`src/rtl/video_pkg.sv`:
```
`default_nettype none
// +----------------------------------------------------------------------------+
// | video_pkg : decoder state encoding, composite code constants and helpers    |
// | Rev 1.0  : initial release                                                   |
// +----------------------------------------------------------------------------+
package video_pkg;

  typedef enum logic [2:0] {
    IDLE      = 3'd0,
    SYNC_LOW  = 3'd1,
    WAIT_MARK = 3'd2,
    DATA      = 3'd3,
    END_CHECK = 3'd4
  } dec_state_t;

  localparam logic [7:0] C_BLANK      = 8'd41;
  localparam logic [7:0] C_BLACK      = 8'd42;
  localparam logic [7:0] C_GREY       = 8'd49;
  localparam logic [7:0] C_START_MARK = 8'd180;
  localparam logic [7:0] C_END_MARK   = 8'd200;

  // Signed 9-bit distance keeps codes near 0 or 255 from wrapping into a match.
  function automatic logic mark_match(input logic [7:0] sample,
                                      input logic [7:0] mark,
                                      input logic [7:0] tol);
    logic signed [8:0] diff;
    diff = $signed({1'b0, sample}) - $signed({1'b0, mark});
    if (diff < 0) diff = -diff;
    return diff <= $signed({1'b0, tol});
  endfunction

endpackage
`default_nettype wire

```
`src/rtl/sync_classifier.sv`:
```
`default_nettype none
// +----------------------------------------------------------------------------+
// | sync_classifier : measures sync-low width, strobes hsync/vsync/equalising  |
// | Rev 1.0  : initial release                                                   |
// +----------------------------------------------------------------------------+
module sync_classifier #(
  parameter int HSYNC_MIN = 24,
  parameter int HSYNC_MAX = 34,
  parameter int VSYNC_MIN = 150
) (
  input  logic clk,
  input  logic rst,
  input  logic i_sync,
  output logic o_hsync,
  output logic o_vsync,
  output logic o_equ
);

  logic       r_prev;
  logic [7:0] r_cnt;
  logic       w_fall;
  logic       w_rise;

  assign w_fall = r_prev & ~i_sync;
  assign w_rise = ~r_prev & i_sync;

  // r_cnt holds the number of low samples seen so far; it is the width on the rise.
  always_ff @(posedge clk) begin
    if (!rst) begin
      r_prev <= 1'b0;
      r_cnt  <= 8'd0;
    end else begin
      r_prev <= i_sync;
      if (w_fall)
        r_cnt <= 8'd1;
      else if (!i_sync && (r_cnt != 8'hFF))
        r_cnt <= r_cnt + 8'd1;
    end
  end

  assign o_hsync = w_rise && (r_cnt >= 8'(HSYNC_MIN)) && (r_cnt <= 8'(HSYNC_MAX));
  assign o_vsync = w_rise && (r_cnt >= 8'(VSYNC_MIN));
  assign o_equ   = w_rise && !o_hsync && !o_vsync;

endmodule
`default_nettype wire

```
`src/rtl/video_in_decoder.sv`:
```
`default_nettype none
// +----------------------------------------------------------------------------+
// | video_in_decoder : recovers data nibbles and line verdicts from composite  |
// | Rev 1.0  : initial release                                                   |
// +----------------------------------------------------------------------------+
module video_in_decoder
  import video_pkg::*;
#(
  parameter int MARK_POS     = 58,
  parameter int DATA_FIRST   = 59,
  parameter int DATA_LAST    = 389,
  parameter int END_POS      = 390,
  parameter int MARK_TOL     = 12,
  parameter int START_MARK   = int'(C_START_MARK),
  parameter int END_MARK     = int'(C_END_MARK),
  parameter int HSYNC_MIN    = 24,
  parameter int HSYNC_MAX    = 34,
  parameter int VSYNC_MIN    = 150,
  parameter int LINE_TIMEOUT = 420
) (
  input  logic       clk,
  input  logic       rst,
  input  logic [7:0] adc_data,
  input  logic       sync_in,
  output logic [3:0] out_data,
  output logic       out_valid,
  input  logic       out_ready,
  output logic       out_sol,
  output logic       out_eol,
  output logic       line_ok,
  output logic       line_err,
  output logic       vsync_pulse,
  output logic       overflow,
  output logic [8:0] line_count
);

  logic [7:0] r_adc;
  logic       r_sync;
  logic       r_sync_q;
  logic       r_ready;
  logic [8:0] r_pos;
  dec_state_t r_state;
  logic       r_bad;
  logic       r_vs_armed;

  logic [8:0] w_pos;
  logic       w_fall, w_hsync, w_vsync, w_equ;
  logic       w_in_line, w_timeout, w_abort, w_end_hit;
  logic       w_start_match, w_end_match, w_ok, w_err, w_vs_fire, w_emit;
  logic [3:0] w_nibble;

  assign w_fall = r_sync_q & ~r_sync;

  // Position of the sample currently held in r_adc; first sync-low sample is 1.
  always_comb begin
    w_pos = r_pos;
    if (w_fall)
      w_pos = 9'd1;
    else if (r_pos < 9'(LINE_TIMEOUT))
      w_pos = r_pos + 9'd1;
  end

  sync_classifier #(
    .HSYNC_MIN (HSYNC_MIN),
    .HSYNC_MAX (HSYNC_MAX),
    .VSYNC_MIN (VSYNC_MIN)
  ) u_sync_classifier (
    .clk     (clk),
    .rst     (rst),
    .i_sync  (r_sync),
    .o_hsync (w_hsync),
    .o_vsync (w_vsync),
    .o_equ   (w_equ)
  );

  assign w_in_line     = (r_state == DATA) || (r_state == END_CHECK);
  assign w_timeout     = (r_state != IDLE) && (w_pos == 9'(LINE_TIMEOUT));
  assign w_abort       = w_fall && ((r_state == WAIT_MARK) || w_in_line);
  assign w_start_match = mark_match(r_adc, 8'(START_MARK), 8'(MARK_TOL));
  assign w_end_match   = mark_match(r_adc, 8'(END_MARK), 8'(MARK_TOL));
  assign w_end_hit     = (r_state == END_CHECK) && !w_fall && (w_pos == 9'(END_POS));
  assign w_ok          = w_end_hit && w_end_match && !r_bad;
  assign w_err         = (w_end_hit && !(w_end_match && !r_bad)) ||
                         (w_in_line && (w_abort || w_timeout));
  assign w_vs_fire     = (r_state == SYNC_LOW) && w_vsync && r_vs_armed;
  assign w_emit        = (r_state == DATA) && !w_fall;
  assign w_nibble      = (r_adc > 8'd15) ? 4'hF : r_adc[3:0];

  // out_ready is registered alongside the sample it gates, so a dropped nibble
  // marks the line bad before the end-marker verdict is taken.
  always_ff @(posedge clk) begin
    if (!rst) begin
      r_adc       <= C_BLANK;
      r_sync      <= 1'b0;
      r_sync_q    <= 1'b0;
      r_ready     <= 1'b0;
      r_pos       <= 9'd0;
      r_state     <= IDLE;
      r_bad       <= 1'b0;
      r_vs_armed  <= 1'b1;
      out_data    <= 4'd0;
      out_valid   <= 1'b0;
      out_sol     <= 1'b0;
      out_eol     <= 1'b0;
      line_ok     <= 1'b0;
      line_err    <= 1'b0;
      vsync_pulse <= 1'b0;
      overflow    <= 1'b0;
      line_count  <= 9'd0;
    end else begin
      r_adc       <= adc_data;
      r_sync      <= sync_in;
      r_sync_q    <= r_sync;
      r_ready     <= out_ready;
      r_pos       <= w_pos;
      out_valid   <= 1'b0;
      out_sol     <= 1'b0;
      out_eol     <= 1'b0;
      line_ok     <= w_ok;
      line_err    <= w_err;
      vsync_pulse <= w_vs_fire;

      if (w_vs_fire)
        line_count <= 9'd0;
      else if (w_ok || w_err)
        line_count <= line_count + 9'd1;

      if ((r_state == SYNC_LOW) && w_hsync)
        r_vs_armed <= 1'b1;
      else if (w_vs_fire)
        r_vs_armed <= 1'b0;

      if (w_emit) begin
        if (r_ready) begin
          out_valid <= 1'b1;
          out_data  <= w_nibble;
          out_sol   <= (w_pos == 9'(DATA_FIRST));
          out_eol   <= (w_pos == 9'(DATA_LAST));
        end else begin
          overflow <= 1'b1;
          r_bad    <= 1'b1;
        end
      end

      case (r_state)
        IDLE: begin
          if (w_fall) r_state <= SYNC_LOW;
        end
        SYNC_LOW: begin
          if (w_hsync)
            r_state <= WAIT_MARK;
          else if (w_vsync || w_equ || w_timeout)
            r_state <= IDLE;
        end
        WAIT_MARK: begin
          if (w_fall)
            r_state <= SYNC_LOW;
          else if (w_timeout)
            r_state <= IDLE;
          else if (w_pos == 9'(MARK_POS)) begin
            r_state <= w_start_match ? DATA : IDLE;
            r_bad   <= 1'b0;
          end
        end
        DATA: begin
          if (w_fall)
            r_state <= SYNC_LOW;
          else if (w_timeout)
            r_state <= IDLE;
          else if (w_pos == 9'(DATA_LAST))
            r_state <= END_CHECK;
        end
        END_CHECK: begin
          if (w_fall)
            r_state <= SYNC_LOW;
          else if (w_end_hit || w_timeout)
            r_state <= IDLE;
        end
        default: r_state <= IDLE;
      endcase
    end
  end

endmodule
`default_nettype wire
```
`config.mk`:
```
export PLATFORM = sky130hd
export DESIGN_NAME = video_in_decoder
export DESIGN_NICKNAME = d
export VERILOG_FILES = /design/src/rtl/video_pkg.sv /design/src/rtl/sync_classifier.sv /design/src/rtl/video_in_decoder.sv
export SDC_FILE = /design/constraint.sdc
export NUM_CORES = 1
export LEC_CHECK = 0
export ABC_AREA = 1
export CORE_MARGIN = 3
export CORE_UTILIZATION = 40
export DETAILED_ROUTE_END_ITERATION = 8
export GPL_ROUTABILITY_DRIVEN = 0
export PLACE_DENSITY = 0.71
export SYNTH_ARGS = -nofsm -noshare
export SYNTH_HDL_FRONTEND = slang
export SYNTH_SLANG_ARGS = --single-unit
```
`constraint.sdc`:
```
create_clock -name clk -period 2.8 [get_ports clk]
set_input_delay 0.56 -clock clk [delete_from_list [all_inputs] [get_ports clk]]
set_output_delay 0.56 -clock clk [all_outputs]
set_load 0.03 [all_outputs]
```
Word level (Yosys, flattened, before mapping)

Cells that the tools add are included.

Flip-flop bits (word level): 53
Input bits: 12
Output and inout bits: 20

$add $sub $neg: 7
Magnitude comparators: 9
Equality and inequality tests: 15
Mux-type cells: 27
Bitwise gates (word level): 6
Reduce and logical (&&, ||, !) cells: 44

Operators by type and width:

| kind                                                                                | count |
|---|---|
| 9-bit 2-to-1 mux                                                                    | 4 |
| 3-bit 2-to-1 mux                                                                    | 11 |
| 9-bit equality test, second input constant                                          | 3 |
| 1-bit logical AND                                                                   | 19 |
| 9-bit by 1-bit adder with 9-bit output, second input constant                       | 2 |
| 9-bit by 6-bit equality test with 1-bit output, second input constant               | 2 |
| 9-bit by 5-bit less-or-equal comparator with 1-bit output, second input constant    | 2 |
| 9-bit by 1-bit less-than comparator with 1-bit output, second input constant        | 2 |
| 9-bit negation                                                                      | 2 |
| 8-bit by 8-bit subtractor with 9-bit output, second input constant                  | 2 |
| 3-bit case mux with 5 select lines                                                  | 1 |
| 9-bit less-than comparator, second input constant                                   | 1 |
| 1-bit 2-to-1 mux                                                                    | 9 |
| 8-bit by 1-bit adder with 8-bit output, second input constant                       | 1 |
| 8-bit by 5-bit greater-or-equal comparator with 1-bit output, second input constant | 1 |
| 8-bit greater-or-equal comparator, second input constant                            | 1 |
| 8-bit by 4-bit greater-than comparator with 1-bit output, second input constant     | 1 |
| 8-bit by 6-bit less-or-equal comparator with 1-bit output, second input constant    | 1 |
| 1-bit logical OR                                                                    | 8 |
| 4-bit by 3-bit != test with 1-bit output, second input constant                     | 2 |
| 8-bit != test, second input constant                                                | 1 |
| 3-bit by 2-bit equality test with 1-bit output, second input constant               | 2 |
| 1-bit zero test                                                                     | 6 |
| 2-bit AND reduction                                                                 | 3 |
| 15 further kinds                                                                    | 21 |

Depth between registers and ports, before layout

Word-level depth: 12
Depth in mapped cells: 17

Hierarchy

A second synthesis with hierarchy kept.

Cells, all modules: 496
Area, all modules: 3259.4 um^2

By module, submodules not included:

| module           | instances | cells an instance | area each (um^2) | sequential area each (um^2) |
|---|---|---|---|---|
| video_in_decoder | 1         | 402               | 2682.6           | 900.9 |
| sync_classifier  | 1         | 94                | 576.8            | 180.2 |

Worst setup path before layout

OpenSTA, ideal clock, no wires.

Path type: register -> register
From: reg r_adc[3]
To: reg line_ok
Library setup time: 0.078 ns
Arrival: 1.844 ns
Data required time: 2.722 ns
Slack: 0.878 ns
Stages on the path, launching flop included: 11
Path buffers: 0
Clock period less this slack: 1.922 ns
Cell sequence: dfxtp_1 inv_1 ha_1 xnor2_1 nand3_1 or2_2 nand3_1 o211ai_1 o22ai_1 nand2_1 nor3_1

Longest elaborated chain between the ends: 6

RTL lines:

| element                                                                                 | line                    | text |
|---|---|---|
| from (decl)                                                                             | video_in_decoder.sv:37  | `logic [7:0] r_adc;` |
| from (signal assigned)                                                                  | video_in_decoder.sv:111 | `r_adc <= adc_data;` |
| 8-bit by 8-bit subtractor with 9-bit output (*)                                         | video_pkg.sv:27         | `diff = $signed({1'b0, sample}) - $signed({1'b0, mark});` |
| 9-bit negation or 9-bit by 1-bit less-than comparator with 1-bit output (tied branches) | video_pkg.sv:28         | `if (diff < 0) diff = -diff;` |
| 9-bit 2-to-1 mux (*)                                                                    | video_pkg.sv:28         |  |
| 9-bit by 5-bit less-or-equal comparator with 1-bit output (*)                           | video_pkg.sv:29         | `return diff <= $signed({1'b0, tol});` |
| 1-bit logical AND (*) (2 in a row)                                                      | video_in_decoder.sv:82  | `assign w_ok = w_end_hit && w_end_match && !r_bad;` |
| to (signal assigned)                                                                    | video_in_decoder.sv:119 | `line_ok <= w_ok;` |
| to (decl)                                                                               | video_in_decoder.sv:30  | `output logic line_ok,` |

Mark *: on every way between the ends. The rest lies on a longest branch, timed or not.
A chain may end at the register's enable or synchronous reset.

Final worst setup path

From: reg r_adc[3]
To: reg line_err

Longest elaborated chain between the ends: 8

RTL lines:

| element                                                                                 | line                    | text |
|---|---|---|
| 8-bit by 8-bit subtractor with 9-bit output (*)                                         | video_pkg.sv:27         |  |
| 9-bit negation or 9-bit by 1-bit less-than comparator with 1-bit output (tied branches) | video_pkg.sv:28         |  |
| 9-bit 2-to-1 mux (*)                                                                    | video_pkg.sv:28         |  |
| 9-bit by 5-bit less-or-equal comparator with 1-bit output (*)                           | video_pkg.sv:29         |  |
| 1-bit logical AND (*)                                                                   | video_in_decoder.sv:83  | `assign w_err = (w_end_hit && !(w_end_match && !r_bad)) \|\|` |
| 1-bit zero test (*)                                                                     | video_in_decoder.sv:83  |  |
| 1-bit logical AND (*)                                                                   | video_in_decoder.sv:83  |  |
| 1-bit logical OR (*)                                                                    | video_in_decoder.sv:83  |  |
| to (signal assigned)                                                                    | video_in_decoder.sv:120 | `line_err <= w_err;` |
| to (decl)                                                                               | video_in_decoder.sv:31  | `output logic line_err,` |

Marked as above.

==> reports/results.tsv <==
stage	metric	value	unit
outcome	status	completed	
detailed_routing	Vias/cell	4.90	
final_layout	Area Overhead vs Synth	16.7	%
power_and_ir_drop	pwr dens	451	nW/um^2
detailed_routing	Routed Antenna Nets	0	
detailed_routing	wire per inst	11.3	microns
worst_setup_path	Worst Setup EP	line_err	
yosys	largest family of logic cells by synthesized area	simple AND/OR/NAND/NOR gates	
floorplanning	Die Width	93.4	microns
cts	cts bufs inserted	5	
final_layout	ANT cells	0	
cts	Worst-path clk slew	90	ps
detailed_routing	First-pass DRT Iterations	4	
yosys	Distinct cells, synth	32	
flow_run	count of max-cap constraint violations	0	
detailed_routing	DRT Wirelength	6750	microns
timing	setup_tns	0	ps
final_layout	layout filler cell count	723	
power_and_ir_drop	maximum VDD drop	0.245	mV
power_and_ir_drop	P_leak	1.60	nW
cts	number of gates resized after CTS	0	
global_route	first-pass GRT wire length	11800	microns
worst_hold_path	Hold Startpoint	overflow	
cts	Clock Latency Late Sink	300	ps
timing	hold slack	461	ps
final_layout	fin area	3560	sq um
cts	CTS root buffer	clkbuf_8	
power_and_ir_drop	power share of the sequential group	51.8	%
place	Inst Count DP	591	
floorplanning	die area	8720	sq um
global_route	vias in the first global route	2719	
timing	Worst-Margin Slew	567	ps
power_and_ir_drop	Net Sw Frac	30.4	%
cts	H-tree Lvls	2	
timing	RSZ-0062 raised after global routing	false	
floorplanning	die height	93.4	microns
global_route	Total Routing Usage GR	16.4	%
power_and_ir_drop	power share of the clock group	26.7	%
timing	fin crit period	2300	ps
yosys	count of state elements after synthesis	53	
worst_setup_path	Critical R2R Launch	r_adc[3]	
yosys	yosys warns	0	
timing	slew margin rel.	62.1	%
worst_setup_path	crit path capture type	flip-flop	
detailed_routing	vias	2930	
yosys	Gate Count Post-Synth	464	
power_and_ir_drop	Psw	0.489	mW
worst_setup_path	crit path DAT	2460	ps
global_route	largest net degree at the start of global routing	23	
final_layout	commonest non-fill, non-tap cell in the layout	nand2_1	
power_and_ir_drop	Tot Pwr	1.61	mW
yosys	Adder-Cell Fraction of Synth Area	4.51	%
place	dpl cell area	3480	sq um
yosys	Primary FF master, synth	dfxtp_1	
global_route	initial antenna violation count	0	
cts	Hold Buf Count CTS	0	
cts	Clock Sinks	53	
final_layout	Post-Layout Cell Count	598	
final_layout	fin nets	522	
yosys	post-synthesis mux area share	0	%
cts	buffer count from post-CTS setup fixing	0	
yosys	Synthesized Nets	487	
timing	FMAX	435	MHz
place	hpwl dp	5220	microns
yosys	post-synthesis simple-gate area fraction	37.2	%
worst_setup_path	Critical Path Fanout Max	7	
final_layout	Util after Layout	48.6	%
yosys	post-synthesis cell area	3050	sq um
worst_hold_path	HP Class	flip-flop to flip-flop	
worst_setup_path	CP Launch Type	flip-flop	
power_and_ir_drop	Comb power frac	21.5	%
worst_setup_path	worst path required time	2960	ps
place	I/O Buffers	31	
worst_setup_path	R2R Path End	line_err	
place	dpl ws	541	ps
final_layout	most frequent cells in the layout	129 x nand2_1, 59 x inv_1, 53 x dfxtp_1, 47 x nor2_1, 39 x nand3_1	
floorplanning	I/O pin cnt	32	
detailed_routing	Initial DRC Count	134	
yosys	async set or reset register ratio after synthesis	0	%
timing	crit share post-route	82.1	%
floorplanning	total core area	7330	sq um
floorplanning	Initial Util	41.7	%
timing	Final Hold Vio Count	0	
final_layout	layout cells sized above 1	7.21	%
global_route	grt total ovfl	0	
timing	Setup violations, final	0	
yosys	Synth Area per Inst	6.58	sq um
yosys	Synth Area in Compound Gates	10.4	%
worst_setup_path	Crit. Startpoint	r_adc[3]	
yosys	sequential element share of the synthesized area	34.7	%
yosys	Post-synth EDFFs	0	
timing	Final Worst Setup Slack	503	ps
cts	Bufs on Longest Clock Path	2	
worst_setup_path	R2R cell count	9	
cts	CTS tree	yes	
timing	Clock Skews	6.85	ps
detailed_routing	DRC errors left	0	
power_and_ir_drop	internal power	1.12	mW
worst_setup_path	FF-to-FF setup slack	500	ps
worst_setup_path	Crit Path Category	flip-flop to flip-flop	
floorplanning	Rows	31	
yosys	xor and xnor fraction of the mapped netlist area	4.01	%
timing	Pins Over Slew Limit	0	
==> critical path, stage by stage (launching register included) <==
cell      delay (ps)
dfxtp_1          440
inv_1            170
ha_1             260
xnor2_1          270
nand3_1          130
or2_2            320
nand3_1           70
o211ai_1         100
o22ai_1          220
a31oi_1          170
==> registers in the layout, indices dropped and copies added (netlist names), 3 cells and up <==
signal,cells
r_pos,9
r_adc,8
r_state,3
out_data,4
line_count,9
u_sync_classifier.r_cnt,8
==> how the worst min path moves through the flow <==
stage,endpoint,slack [ps],depth (start not counted)
floorplan,r_vs_armed,430,2
global placement,overflow,440,2
detailed placement,overflow,450,2
CTS,overflow,460,2
global route,out_data[2],490,2
finish,overflow,460,2
==> layout make-up <==
cell class                 count  area, sq um  area share, %
sequential                    53         1060           29.8
inverter                      66          248           6.95
tap                           99          124           3.48
timing repair buffer          34          333           9.34
clock buffer                   7         86.3           2.42
multi-input combinational    339         1710           48.0
==> cells in the mapped netlist (all sizes together) (6+ instances only) <==
master	count	area share, %
nand2	138	18
inv	65	8.0
dfxtp	53	35
nor2	52	7.1
nand3	42	7.4
a21oi	36	5.9
ha	11	4.5
xor2	11	3.2
nor3	10	1.6
o21ai	8	1.3
o211ai	7	1.7
nand4	6	1.2
==> metal layers <==
layer	vias to the layer above	GRT usage (%)	part of all wire (%)
met1	1338	20.6	46
li1	1546	-	-
met5	-	0	0
met2	40	28.9	50
met4	0	4.52	1.0
met3	6	2.65	2.5
==> power groups by stage <==
stage                     combinational [mW]  sequential (mW)  clock, mW
after global routing                   0.398            0.840      0.478
after global placement                 0.335            0.849          0
after detailed placement               0.341            0.851          0
after floorplan                        0.261            0.844          0
final                                  0.346            0.833      0.429
after CTS                              0.344            0.833      0.449
==> cell families (layout without fill, tap and decap cells) <==
kind of cell               count (synthesis)  in the layout
adders and majority gates                 11             11
xor gates and xnor gates                  14             14
buffers and inverters                     72            107
DFF                                       53             53
AOI/OAI and AO/OA                         57             57
and+or+nand+nor                          257            257
(Power assumes the default switching activity.)
